--- config.mk ---
export PLATFORM = sky130hd
export DESIGN_NAME = d_sram_to_sram_like_flat
export DESIGN_NICKNAME = d
export VERILOG_FILES = /design/src/rtl/d_sram_to_sram_like_if.sv /design/src/rtl/d_sram_to_sram_like.sv /design/src/flat_wrapper.sv
export SDC_FILE = /design/constraint.sdc
export NUM_CORES = 1
export LEC_CHECK = 0
export BUFFER_PORTS_ARGS = -buffer_cell sky130_fd_sc_hd__buf_2
export CAP_MARGIN = 10
export CORE_AREA = 2 2 81 83
export CTS_CLUSTER_DIAMETER = 60
export DETAILED_ROUTE_END_ITERATION = 6
export DIE_AREA = 0 0 83 85
export HOLD_SLACK_MARGIN = 0.15
export PLACE_DENSITY = 0.73
export SLEW_MARGIN = 20
export SYNTH_ARGS = -nofsm -noshare
export SYNTH_HDL_FRONTEND = slang
export SYNTH_SLANG_ARGS = --single-unit
--- constraint.sdc ---
create_clock -name clk -period 2.8 [get_ports clk]
set_input_delay 0 -clock clk [delete_from_list [all_inputs] [get_ports clk]]
set_output_delay 0 -clock clk [all_outputs]
set_load 0.01 [all_outputs]
--- src/rtl/d_sram_to_sram_like_if.sv ---
// SRAM-like split-handshake data bus (req/addr_ok, then data_ok).
interface d_sram_to_sram_like_if #(
  parameter int unsigned ADDR_W = 32
);
  logic              data_req;
  logic              data_wr;
  logic [1:0]        data_size;
  logic [ADDR_W-1:0] data_addr;
  logic [31:0]       data_wdata;
  logic              data_addr_ok;
  logic              data_data_ok;
  logic [31:0]       data_rdata;

  // Bridge side drives the request, slave answers with handshakes and data.
  modport master (
    output data_req, data_wr, data_size, data_addr, data_wdata,
    input  data_addr_ok, data_data_ok, data_rdata
  );

  modport slave (
    input  data_req, data_wr, data_size, data_addr, data_wdata,
    output data_addr_ok, data_data_ok, data_rdata
  );
endinterface

--- src/rtl/d_sram_to_sram_like.sv ---
// Data-side bridge: pipeline SRAM port -> SRAM-like split-handshake bus.
// Holds the pipeline until data_ok, keeps read data until the global stall
// releases, and optionally flags a slave that never answers.
module d_sram_to_sram_like #(
  parameter int unsigned ADDR_W      = 32,
  parameter int unsigned TIMEOUT_CYC = 0,
  parameter int unsigned CNT_W       = 16
) (
  input  logic                  clk,
  input  logic                  rst,
  input  logic                  data_sram_en,
  input  logic [3:0]            data_sram_wen,
  input  logic [ADDR_W-1:0]     data_sram_addr,
  input  logic [31:0]           data_sram_wdata,
  output logic [31:0]           data_sram_rdata,
  output logic                  d_stall,
  input  logic                  all_stall,
  d_sram_to_sram_like_if.master bus,
  output logic                  size_err,
  output logic                  timeout_err
);

  localparam logic [1:0] S_IDLE      = 2'd0;
  localparam logic [1:0] S_WAIT_DATA = 2'd1;
  localparam logic [1:0] S_DONE      = 2'd2;

  localparam bit               WD_EN    = (TIMEOUT_CYC != 0);
  localparam logic [CNT_W-1:0] WD_LIMIT = CNT_W'(TIMEOUT_CYC);

  logic [1:0]       state_q, state_d;
  logic [31:0]      rdata_q, rdata_d;
  logic [CNT_W-1:0] wd_cnt_q, wd_cnt_d;
  logic             timeout_err_q, timeout_err_d;
  logic             accept_data;
  logic             wd_wait;

  // Address/data pass straight through; the stall keeps them stable.
  assign bus.data_addr   = data_sram_addr;
  assign bus.data_wdata  = data_sram_wdata;
  assign bus.data_wr     = |data_sram_wen;
  assign bus.data_req    = (state_q == S_IDLE) & data_sram_en;
  assign d_stall         = data_sram_en & (state_q != S_DONE);
  assign data_sram_rdata = rdata_q;
  assign timeout_err     = timeout_err_q;

  // Transfer size from the byte-enable pattern; odd patterns fall back to word.
  always_comb begin
    bus.data_size = 2'd2;
    size_err      = 1'b0;
    case (data_sram_wen)
      4'b0000, 4'b1111:                   bus.data_size = 2'd2;
      4'b0001, 4'b0010, 4'b0100, 4'b1000: bus.data_size = 2'd0;
      4'b0011, 4'b1100:                   bus.data_size = 2'd1;
      default: begin
        bus.data_size = 2'd2;
        size_err      = 1'b1;
      end
    endcase
  end

  // Next state; data_ok wins over addr_ok when both land in IDLE.
  always_comb begin
    state_d     = state_q;
    accept_data = 1'b0;
    case (state_q)
      S_IDLE: begin
        if (data_sram_en && bus.data_addr_ok) begin
          if (bus.data_data_ok) begin
            state_d     = S_DONE;
            accept_data = 1'b1;
          end else begin
            state_d = S_WAIT_DATA;
          end
        end
      end
      S_WAIT_DATA: begin
        if (bus.data_data_ok) begin
          state_d     = S_DONE;
          accept_data = 1'b1;
        end
      end
      S_DONE: begin
        if (!all_stall) state_d = S_IDLE;
      end
      default: state_d = S_IDLE;
    endcase
  end

  // Capture read data only for a response that belongs to an accepted read.
  always_comb begin
    rdata_d = rdata_q;
    if (accept_data && !bus.data_wr) rdata_d = bus.data_rdata;
  end

  // Watchdog: count waiting cycles, saturate at the limit, sticky error flag.
  assign wd_wait = ((state_q == S_IDLE) & bus.data_req & ~bus.data_addr_ok) |
                   ((state_q == S_WAIT_DATA) & ~bus.data_data_ok);

  always_comb begin
    wd_cnt_d      = '0;
    timeout_err_d = 1'b0;
    if (WD_EN) begin
      wd_cnt_d      = wd_cnt_q;
      timeout_err_d = timeout_err_q;
      if (state_d == S_DONE && state_q != S_DONE) begin
        wd_cnt_d = '0;
      end else if (wd_wait && wd_cnt_q != WD_LIMIT) begin
        wd_cnt_d = wd_cnt_q + CNT_W'(1);
      end
      if (wd_cnt_d == WD_LIMIT) timeout_err_d = 1'b1;
    end
  end

  // State and datapath registers.
  always_ff @(posedge clk or negedge rst) begin
    if (!rst) begin
      state_q       <= S_IDLE;
      rdata_q       <= '0;
      wd_cnt_q      <= '0;
      timeout_err_q <= 1'b0;
    end else begin
      state_q       <= state_d;
      rdata_q       <= rdata_d;
      wd_cnt_q      <= wd_cnt_d;
      timeout_err_q <= timeout_err_d;
    end
  end

endmodule

--- src/flat_wrapper.sv ---
// flat-port wrapper written by rule: the top's interface ports become plain ports
module d_sram_to_sram_like_flat 
#(
  parameter int unsigned ADDR_W      = 32,
  parameter int unsigned TIMEOUT_CYC = 0,
  parameter int unsigned CNT_W       = 16
)
  (clk, rst, data_sram_en, data_sram_wen, data_sram_addr, data_sram_wdata, data_sram_rdata, d_stall, all_stall, size_err, timeout_err, bus_data_req, bus_data_wr, bus_data_size, bus_data_addr, bus_data_wdata, bus_data_addr_ok, bus_data_data_ok, bus_data_rdata);
  d_sram_to_sram_like_if #(.ADDR_W(ADDR_W)) bus_i ();
  input  logic clk;
  input  logic rst;
  input  logic data_sram_en;
  input  logic [3:0] data_sram_wen;
  input  logic [ADDR_W-1:0] data_sram_addr;
  input  logic [31:0] data_sram_wdata;
  output logic [31:0] data_sram_rdata;
  output logic d_stall;
  input  logic all_stall;
  output logic size_err;
  output logic timeout_err;
  output wire logic [$bits(bus_i.data_req)-1:0] bus_data_req;
  output wire logic [$bits(bus_i.data_wr)-1:0] bus_data_wr;
  output wire logic [$bits(bus_i.data_size)-1:0] bus_data_size;
  output wire logic [$bits(bus_i.data_addr)-1:0] bus_data_addr;
  output wire logic [$bits(bus_i.data_wdata)-1:0] bus_data_wdata;
  input wire logic [$bits(bus_i.data_addr_ok)-1:0] bus_data_addr_ok;
  input wire logic [$bits(bus_i.data_data_ok)-1:0] bus_data_data_ok;
  input wire logic [$bits(bus_i.data_rdata)-1:0] bus_data_rdata;
  assign bus_data_req = bus_i.data_req;
  assign bus_data_wr = bus_i.data_wr;
  assign bus_data_size = bus_i.data_size;
  assign bus_data_addr = bus_i.data_addr;
  assign bus_data_wdata = bus_i.data_wdata;
  assign bus_i.data_addr_ok = bus_data_addr_ok;
  assign bus_i.data_data_ok = bus_data_data_ok;
  assign bus_i.data_rdata = bus_data_rdata;
  d_sram_to_sram_like #(.ADDR_W(ADDR_W), .TIMEOUT_CYC(TIMEOUT_CYC), .CNT_W(CNT_W)) u_core (.clk(clk), .rst(rst), .data_sram_en(data_sram_en), .data_sram_wen(data_sram_wen), .data_sram_addr(data_sram_addr), .data_sram_wdata(data_sram_wdata), .data_sram_rdata(data_sram_rdata), .d_stall(d_stall), .all_stall(all_stall), .bus(bus_i), .size_err(size_err), .timeout_err(timeout_err));
endmodule
==> qor.yml, run 1 <==
ys_seq_area_frac: 0.457
ys_ff_latch: 34
start_util: 0.300
outcome: "stopped before the end"
numPortBuffers: 79
dp_hpwl_um: 2480
die_h_um: 85
routabilityCongestion: 0.667
stop_error: "[ERROR RSZ-0060] Max buffer count reached."
postCtsHoldBufs: 101
clock_path_buffers: 2
io_pins: 209
cts_setup_buffers: 0
dp_slack_ps: 1010
yosys_warnings: 0
clock-sinks: 34
synthCells: 151
root_buffer: "clkbuf_8"
die_width_um: 83
avgSynthCellArea_um2: 12.3
lastStage: "4_1_cts"
cts_buffers: 5
synth_cell_types: 18
post_cts_resized: 0
htreeDepth: 2
syn_nets: 257
rows: 29
synth_area_um2: 1860
==> stage by stage <==
stage          area [um^2]  std cells
2_1_floorplan         1860        151
3_3_place_gp          1850        241
3_5_place_dp          1850        241
==> Yosys cell counts <==
cell	count	area (um^2)
buf_4	65	488
dfrtp_1	34	851
mux2_2	32	360
buf_6	3	33.8
nor2_1	3	11.3
nor3_1	2	10.0
a21boi_0	1	7.51
a21oi_1	1	5.00
a31o_2	1	8.76
a32o_1	1	10.0
and3_1	1	6.26
and4_2	1	10.0
conb_1	1	3.75
inv_1	1	3.75
nor3b_1	1	7.51
nor4b_4	1	23.8
or4_4	1	11.3
xnor2_1	1	8.76
==> kinds of logic after synthesis <==
| kind of cell | after synthesis | synth area share |
|---|---|---|
| flops | 34 | 0.457 |
| other cells | 1 | 0.00202 |
| mux | 32 | 0.194 |
| simple gates | 10 | 0.0430 |
| compound gates | 4 | 0.0168 |
| buf+inv | 69 | 0.282 |
| xor+xnor | 1 | 0.00471 |
==> run 2: changes to the inputs <==
--- a/config.mk
+++ b/config.mk
@@ -7,12 +7,10 @@
 export LEC_CHECK = 0
 export BUFFER_PORTS_ARGS = -buffer_cell sky130_fd_sc_hd__buf_2
 export CAP_MARGIN = 10
-export CORE_AREA = 2 2 81 83
-export CTS_CLUSTER_DIAMETER = 60
+export CORE_AREA = 2 2 82 84
 export DETAILED_ROUTE_END_ITERATION = 6
-export DIE_AREA = 0 0 83 85
-export HOLD_SLACK_MARGIN = 0.15
-export PLACE_DENSITY = 0.73
+export DIE_AREA = 0 0 84 86
+export PLACE_DENSITY_LB_ADDON = 0.15
 export SLEW_MARGIN = 20
 export SYNTH_ARGS = -nofsm -noshare
 export SYNTH_HDL_FRONTEND = slang
==> run 2 against run 1 <==
  * The flow now finishes without violations
  * Synthesized cell count did not move
  * Synthesized area is the same
==> qor.yml, run 2 <==
outcome: "finished, final reports clean"
start_util: 0.296
layout_setup_ws_ps: 1140
synth_area_um2: 1860
cp_cell_sequence: "nor4b_4, buf_4, mux2_2"
critPathKind: "flip-flop to flip-flop"
cp_slowest_stage_delay_ps: 460
clock_path_buffers: 2
timing.final.hold_violations: 0
synthCells: 151
final_cell_mix: "79 x buf_2, 35 x dlygate4sd3_1, 34 x dfrtp_1"
synthTopCellsByArea: "dfrtp_1 46%, buf_4 26%, mux2_2 19%, buf_6 1.8%, nor4b_4 1.3%"
skew_ps: 4.52
worst_pin_slew_ps: 767
ant_nets: 0
crit_path_start_kind: "flip-flop"
synth_edf_count: 0
overflow: 0
grt_use_total: 0.111
endpoint_kind: "flip-flop"
met3_usage: 0.0491
io_pins: 209
grt_pass1_wl_um: 6300
synthArstFlopShare: 1.00
root_buffer: "clkbuf_8"
num_vias: 1234
drt-initial-drc-count: 24
synth.most_common_cell: "buf_4"
ys_top_cells_by_count: "65 x buf_4, 34 x dfrtp_1, 32 x mux2_2, 3 x buf_6, 3 x nor2_1"
reg2reg_to: "u_core.data_sram_rdata[5]$_DFFE_PN0P_"
avgSynthCellArea_um2: 12.3
dieArea_um2: 7220
antenna_found_initial: 0
peakVddDrop_mv: 0.227
num_antenna_cells: 0
numPortBuffers: 79
post_cts_resized: 0
drt-pass1-iter-count: 4
synthFlopType: "dfrtp_1"
dpl.cell_count: 240
fin_crit_ps: 1660
busiest_layer: "met2"
grtUsageMet1: 0.106
slew_viol_final: 0
path_buf_inv: 1
dp_slack_ps: 925
reg2reg_from: "u_core.state_q[1]$_DFFE_PN0P_"
synth_compound_area_frac: 0.0168
rsz0062_at_grt: "false"
routabilityCongestion: 0.700
grt_max_degree: 35
final_cells: 283
clock_latency_ps: 280
drv_cap: 0
drt-vias-per-instance: 4.36
grt_pass1_vias: 1338
rows: 29
max_slew_margin: 0.489
crit_path_start: "u_core.state_q[1]$_DFFE_PN0P_"
cp_slowest_cell: "dfrtp_1"
synth_cell_types: 18
hp-class: "primary input to output port"
arrival_ps: 1820
critPathTopFamily: "flip-flops"
yosys.area_share.simple: 0.0430
power_density_nw_per_um2: 575
synth_top_family_by_area: "buffers and inverters"
drt-total-wl_um: 3970
htreeDepth: 2
synth_fa_ha_area_frac: 0
leakage_uw: 0.00119
timing.hold.ws_ps: 0.00392
rrSetupSlack_ps: 1140
finalSetupViolCount: 0
cts_tree: "yes"
synth_area_leader_cell: "dfrtp_1"
die_width_um: 84
nNetsFinal: 311
fmax_ghz: 0.603
wl_per_cell_um: 14.0
synth_xor_area_frac: 0.00471
ys_seq_area_frac: 0.457
cts_buffers: 5
fin_crit_sh: 0.592
final_common_cell: "buf_2"
path_clk_slew_ps: 70
ys_ff_latch: 34
areaGrowthSynthToFinish_pct: 22.7
r2r_cells: 3
die_h_um: 86
cts_setup_buffers: 0
min_delay_path_depth: 0
drive_gt1_frac: 0.602
yosys_warnings: 0
worstHoldStart: "data_sram_addr[24]"
dp_hpwl_um: 2830
cp.required_ps: 2970
hold_end: "bus_data_addr[24]"
muxShareOfSynthArea: 0.194
core_area_um2: 6280
finalSetupTns_ps: 0
route.detailed.drc: 0
global_route.usage.met2: 0.183
largest_reg_flops: 32
clock-sinks: 34
crit_fanout: 32
synth.top_cell.area_share: 0.457
syn_nets: 257
==> run 2: cell counts after synthesis <==
Identical to the previous run, type by type.
==> run 2: timing repair <==
action	4_1_cts	5_1_grt
hold buffers	35	0
hold endpoints to repair	68	0
endpoints found under the setup margin	0	0
==> run 2: per-layer routing <==
layer	vias to the layer above	wire (um)
li1	543	-
met1	552	1360
met2	97	1870
met3	42	482
met4	0	259
met5	-	0
==> run 2: kinds of logic (layout without fill, tap and decap cells) <==
| group | Yosys count | in the layout |
|---|---|---|
| DFF | 34 | 34 |
| buffers and inverters | 69 | 124 |
| AOI/OAI and AO/OA | 4 | 4 |
| other | 1 | 1 |
| muxes | 32 | 32 |
| and+or+nand+nor | 10 | 10 |
| xor gates and xnor gates | 1 | 1 |
==> run 2: metrics by stage <==
stage	cell area, um^2	total power, uW	utilization
global placement	1840	916	0.293
CTS	2280	1340	0.364
global route	2280	1400	0.364
finish	2280	1310	0.364
floorplan	1860	864	-
detailed placement	1840	924	0.293
==> run 2: power by group <==
group | switching (uW) | leakage, uW | internal [uW]
combinational | 139 | 0.000694 | 183
clock | 170 | 0.0000472 | 197
sequential | 45.1 | 0.000450 | 579
total | 354 | 0.00119 | 960
==> run 2: worst max path at each step <==
stage | slack [ps] | depth (start not counted) | endpoint
after floorplan | 1180 | 4 | u_core.data_sram_rdata[0]$_DFFE_PN0P_
after global placement | 960 | 5 | u_core.data_sram_rdata[21]$_DFFE_PN0P_
after detailed placement | 930 | 5 | u_core.data_sram_rdata[5]$_DFFE_PN0P_
after CTS | 1120 | 3 | u_core.data_sram_rdata[5]$_DFFE_PN0P_
after global routing | 1070 | 3 | u_core.data_sram_rdata[15]$_DFFE_PN0P_
final | 1140 | 3 | u_core.data_sram_rdata[5]$_DFFE_PN0P_
==> run 2: worst reg2reg max path: stages, from the launching register on <==
cell and delay (ps):
dfrtp_1 460, nor4b_4 280, buf_4 400, mux2_2 410
==> run 2: layout make-up <==
| class | count | area, um^2 |
|---|---|---|
| Sequential cell | 34 | 851 |
| Clock buffer | 6 | 82.6 |
| Multi-Input combinational cell | 48 | 484 |
| Timing Repair Buffer | 115 | 753 |
| Fill cell | 616 | 3990 |
| Tap cell | 77 | 96.3 |
| Clock inverter | 2 | 12.5 |
| Inverter | 1 | 3.75 |
Power figures use the tool's default switching activity.
==> run 3: changes to the inputs <==
--- a/config.mk
+++ b/config.mk
@@ -7,9 +7,9 @@
 export LEC_CHECK = 0
 export BUFFER_PORTS_ARGS = -buffer_cell sky130_fd_sc_hd__buf_2
 export CAP_MARGIN = 10
-export CORE_AREA = 2 2 82 84
+export CORE_MARGIN = 2
+export CORE_UTILIZATION = 31
 export DETAILED_ROUTE_END_ITERATION = 6
-export DIE_AREA = 0 0 84 86
 export PLACE_DENSITY_LB_ADDON = 0.15
 export SLEW_MARGIN = 20
 export SYNTH_ARGS = -nofsm -noshare
==> constraint.sdc (replaced) <==
create_clock -name clk -period 1.4 [get_ports clk]
set_input_delay 0 -clock clk [delete_from_list [all_inputs] [get_ports clk]]
set_output_delay 0 -clock clk [all_outputs]
set_load 0.01 [all_outputs]
==> run 3 against run 2 <==
  * The run now ends with negative setup slack left
  * Sequential power grew 100%
  * Via count grew 8.3%
  * Maximum frequency grew 14%
  * Critical path type unchanged
  * Design area grew 12%
  * First-iteration DRC count grew 50%
  * Count of clock-buffer cells in the layout grew 1
  * Clock power grew 100%
  * Global-route usage grew 1.2 points
  * Sequential cell count is the same
  * Combinational power grew 140%
  * Clock skew grew 1.9 ps
  * Largest cell class is now buffers
==> qor.yml, run 3 (synthesis results as in run 2) <==
hp-class: "primary input to output port"
multi_input_area_um2: 608
slew_viol_final: 0
seqCellArea_um2: 851
finalSetupViolCount: 32
drt-pass1-iter-count: 4
grt_use_total: 0.123
htreeDepth: 2
skew_ps: 6.46
num_antenna_cells: 0
route.detailed.drc: 0
final_cells: 292
io_pins: 209
num_vias: 1337
rsz0062_at_grt: "true"
dpl.cell_count: 244
clkPwrFrac: 0.265
seqPwrFrac: 0.453
ant_nets: 0
outcome: "finished, violations left"
grt_pass1_wl_um: 6040
placed_area_um2: 1890
clock-sinks: 34
finalSetupTns_ps: -1140
endpoint_kind: "flip-flop"
drive_gt1_frac: 0.622
fin_crit_sh: 1.04
final_common_cell: "buf_2"
dp_hpwl_um: 3050
cts_buffers: 5
drt-total-wl_um: 5010
total_power_uw: 2780
layout_setup_ws_ps: -50.0
rows: 28
grt_max_degree: 35
numPortBuffers: 79
largest_reg_flops: 32
cp.required_ps: 1570
drv_cap: 0
power_switching_uw: 740
arrival_ps: 1620
dieArea_um2: 6640
crit_fanout: 8
drt-vias-per-instance: 4.58
drt-initial-drc-count: 36
grt_pass1_vias: 1258
wl_per_cell_um: 17.2
areaGrowthSynthToFinish_pct: 36.9
fmax_ghz: 0.690
overflow: 0
violations: "negative setup slack"
die_h_um: 81.5
timing.final.hold_violations: 0
clock_path_buffers: 2
fin_crit_ps: 1450
routabilityCongestion: 0.704
path_clk_slew_ps: 70
final_cell_mix: "79 x buf_2, 35 x dlygate4sd3_1, 34 x dfrtp_1"
p_comb_frac: 0.282
leakage_uw: 0.00132
nNetsFinal: 322
crit_path_start_kind: "flip-flop"
die_width_um: 81.5
fillers: 553
power_density_nw_per_um2: 1090
peakVddDrop_mv: 0.364
cts_tree: "yes"
critPathKind: "flip-flop to flip-flop"
clock_latency_ps: 280
stdcell_area_um2: 2550
root_buffer: "clkbuf_8"
swShare: 0.266
start_util: 0.318
core_area_um2: 5850
antenna_found_initial: 0
p_int_uw: 2040
[run 3: changes by cell type in the layout (fill, tap and decap cells not counted), moves of 2 or more]
cell,previous run,this run
clkbuf_16,0,2
buf_12,0,2
buf_4,1,7
mux2_2,32,0
mux2_4,0,32
[run 3: worst max-delay path, cell delays in order (launching register included)]
cell,delay (ps)
dfrtp_1,410
nor4b_4,270
buf_6,180
clkbuf_16,180
mux2_4,300
[run 3: metal layers]
metal  global-route usage  vias to the layer above  part of all wire
li1                     -                      563                 -
met4                0.139                        0             0.079
met3               0.0527                       51             0.095
met5                    0                        -                 0
met2                0.208                       92              0.50
met1               0.0988                      631              0.33
[run 3: area by class of cell]
| class | count | share of cell area |
|---|---|---|
| timing repair buffer | 126 | 0.353 |
| sequential | 34 | 0.334 |
| multi-input combinational | 48 | 0.239 |
| tap | 75 | 0.0368 |
| clock buffer | 7 | 0.0339 |
| clock inverter | 1 | 0.00196 |
| inverter | 1 | 0.00147 |
[run 3: repair_timing]
action	4_1_cts	5_1_grt
buffers inserted	0	2
pin swaps	0	1
endpoints found under the hold margin	68	0
hold buffers	35	0
setup endpoints to repair	32	32
gates resized for setup	0	36
gates cloned	0	3
[run 3: final timing paths]
path / start / cells past startpoint / slack, ps / endpoint
setup reg to reg: u_core.state_q[1]$_DFFE_PN0P_ / 4 / -50 / u_core.data_sram_rdata[2]$_DFFE_PN0P_
max in group asynchronous: rst / 3 / 810 / u_core.data_sram_rdata[30]$_DFFE_PN0P_
setup / recovery: u_core.state_q[1]$_DFFE_PN0P_ / 4 / -50 / u_core.data_sram_rdata[2]$_DFFE_PN0P_
hold reg to reg: u_core.data_sram_rdata[9]$_DFFE_PN0P_ / 1 / 500 / u_core.data_sram_rdata[9]$_DFFE_PN0P_
min in group asynchronous: rst / 3 / 280 / u_core.data_sram_rdata[18]$_DFFE_PN0P_
hold / removal: data_sram_addr[0] / 0 / 0.004 / bus_data_addr[0]
[run 3: power by group through the flow]
stage	logic, uW	clock network [uW]	registers [uW]
global route	844	800	1280
CTS	673	750	1250
detailed placement	597	0	1270
floorplan	380	0	1350
finish	785	736	1260
global placement	586	0	1260
[run 3: per-stage QoR]
stage,hold slack [ps],util,setup WS [ps]
2_1_floorplan,-296,-,-223
3_3_place_gp,0.0686,0.324,-295
3_5_place_dp,0.0686,0.324,-321
4_1_cts,0.0686,0.399,-70.5
5_1_grt,0.0184,0.435,-78.6
6_report,0.00362,0.435,-50.0
==> run 4: changes to the inputs <==
--- a/config.mk
+++ b/config.mk
@@ -7,10 +7,11 @@
 export LEC_CHECK = 0
 export BUFFER_PORTS_ARGS = -buffer_cell sky130_fd_sc_hd__buf_2
 export CAP_MARGIN = 10
-export CORE_MARGIN = 2
-export CORE_UTILIZATION = 31
+export CORE_AREA = 2 2 81 83
 export DETAILED_ROUTE_END_ITERATION = 6
+export DIE_AREA = 0 0 83 85
 export PLACE_DENSITY_LB_ADDON = 0.15
+export SETUP_SLACK_MARGIN = 0.15
 export SLEW_MARGIN = 20
 export SYNTH_ARGS = -nofsm -noshare
 export SYNTH_HDL_FRONTEND = slang
==> constraint.sdc (replaced) <==
create_clock -name clk -period 1.4 [get_ports clk]
set_input_delay 0.14 -clock clk [delete_from_list [all_inputs] [get_ports clk]]
set_output_delay 0.14 -clock clk [all_outputs]
set_load 0.01 [all_outputs]
==> run 4 against run 3 <==
  * The run still ends with negative setup slack left
  * Core utilization down 8.4 points
  * Critical path depth rose by 2
  * Via count fell by 14%
  * Maximum frequency fell by 8.0%
  * Critical path type is now primary input to flip-flop
  * Sequential share of layout area increased by 5.6 points
  * Count of clock-buffer cells in the layout down 1
  * Die area rose by 6.3%
  * Power fell by 4.0%
  * Combinational power fell by 15%
==> qor.yml, run 4 (synthesis results as in run 2) <==
outcome: "finished, violations left"
violations: "negative setup slack"
route.detailed.drc: 0
timing.final.hold_violations: 0
io_pins: 209
layout_setup_ws_ps: -177
clock-sinks: 34
critPathKind: "primary input to flip-flop"
cts_buffers: 5
overflow: 0
dp_slack_ps: -536
dieArea_um2: 7060
core_area_um2: 6200
drt-initial-drc-count: 11
rrSetupSlack_ps: -80
drive_gt1_frac: 0.750
reg2reg_from: "u_core.state_q[1]$_DFFE_PN0P_"
num_vias: 1156
clock_path_buffers: 2
worstHoldStart: "bus_data_data_ok"
min_delay_path_depth: 2
finalSetupViolCount: 32
hp-class: "primary input to flip-flop"
grt_use_total: 0.109
grt_max_degree: 19
path_clk_slew_ps: 70
grt_pass1_vias: 1301
placed_area_um2: 1910
r2r_cells: 4
rsz0062_at_grt: "true"
drt-vias-per-instance: 4.43
endpoint_kind: "flip-flop"
reg2reg_to: "u_core.data_sram_rdata[7]$_DFFE_PN0P_"
num_antenna_cells: 0
final_common_cell: "buf_2"
nNetsFinal: 289
numPortBuffers: 79
power_density_nw_per_um2: 1220
drt-total-wl_um: 3940
dp_hpwl_um: 2930
rows: 29
grt_pass1_wl_um: 6130
largest_reg_flops: 32
die_width_um: 83
areaGrowthSynthToFinish_pct: 17.4
crit_path_start_kind: "primary input"
fin_crit_sh: 1.13
antenna_found_initial: 0
slew_viol_final: 0
stdcell_area_um2: 2180
fmax_ghz: 0.634
drv_cap: 0
routabilityCongestion: 0.665
crit_fanout: 13
wl_per_cell_um: 15.1
drt-pass1-iter-count: 2
root_buffer: "clkbuf_8"
start_util: 0.300
htreeDepth: 2
final_cell_mix: "78 x buf_2, 34 x dfrtp_1, 20 x mux2_4"
fin_crit_ps: 1580
die_h_um: 85
clock_latency_ps: 280
skew_ps: 7.70
leakage_uw: 0.00117
peakVddDrop_mv: 0.626
ant_nets: 0
arrival_ps: 1740
hold_end: "u_core.state_q[0]$_DFFE_PN0P_"
cts_tree: "yes"
cp.required_ps: 1570
-- run 4: changes by cell type in the layout (fill, tap and decap cells not counted), moves of 2 or more --
cell,delta
dlygate4sd3_1,-34
mux2_2,+12
mux2_4,-12
buf_6,+2
clkbuf_16,-2
-- run 4: worst max-delay path by stage --
stage	startpoint	to	slack, ps	depth (start not counted)
final	data_sram_wen[0]	u_core.data_sram_rdata[7]$_DFFE_PN0P_	-180	6
after global routing	data_sram_wen[0]	u_core.data_sram_rdata[8]$_DFFE_PN0P_	-210	6
after CTS	data_sram_wen[0]	u_core.data_sram_rdata[29]$_DFFE_PN0P_	-170	6
after detailed placement	data_sram_wen[0]	u_core.data_sram_rdata[14]$_DFFE_PN0P_	-540	5
after global placement	data_sram_wen[0]	u_core.data_sram_rdata[25]$_DFFE_PN0P_	-460	5
after floorplan	data_sram_wen[0]	u_core.data_sram_rdata[0]$_DFFE_PN0P_	-360	4
-- run 4: metal layers --
| layer | global-route usage | share of wire | up-vias |
|---|---|---|---|
| li1 | - | - | 500 |
| met1 | 0.108 | 0.34 | 524 |
| met5 | 0 | 0 | - |
| met4 | 0.0656 | 0.045 | 0 |
| met3 | 0.0788 | 0.16 | 34 |
| met2 | 0.165 | 0.45 | 98 |
-- run 4: worst max-delay path, stage by stage --
cell and delay, ps:
buf_6 90, or4_4 540, nor4b_4 290, buf_6 190
buf_12 150, mux2_2 330
-- run 4: through the flow --
step / power, uW / TNS [ps] / hold slack, ps / util / std cells
finish: 2670 / -4630 / 51.7 / 0.352 / 261
CTS: 2710 / -4430 / 40.4 / 0.347 / 261
global placement: 1850 / -14170 / 73.7 / 0.307 / 249
floorplan: 1730 / -11320 / -156 / - / 151
global route: 2840 / -5380 / 44.5 / 0.352 / 261
detailed placement: 1870 / -15940 / 85.5 / 0.307 / 249
-- run 4: repair_timing --
action | CTS | global route
gates resized for setup | 28 | 8
pin swaps | 1 | 0
cloned | 2 | 0
endpoints found under the hold margin | 16 | 0
hold buffers | 1 | 0
buffers inserted | 1 | 0
setup endpoints to repair | 34 | 34
-- run 4: where the power goes --
group | total [uW] | switching (uW) | internal [uW]
Clock | 750 | 355 | 395
Combinational | 670 | 278 | 393
Sequential | 1250 | 90.0 | 1160
-- run 4: area by class of cell --
class	count	area, um^2
fillers	623	4020
clock inverters	2	12.5
inverters	1	3.75
repair buffers	93	569
clock buffers	6	82.6
flip-flops and latches	34	851
well taps	77	96.3
multi-input cells	48	568
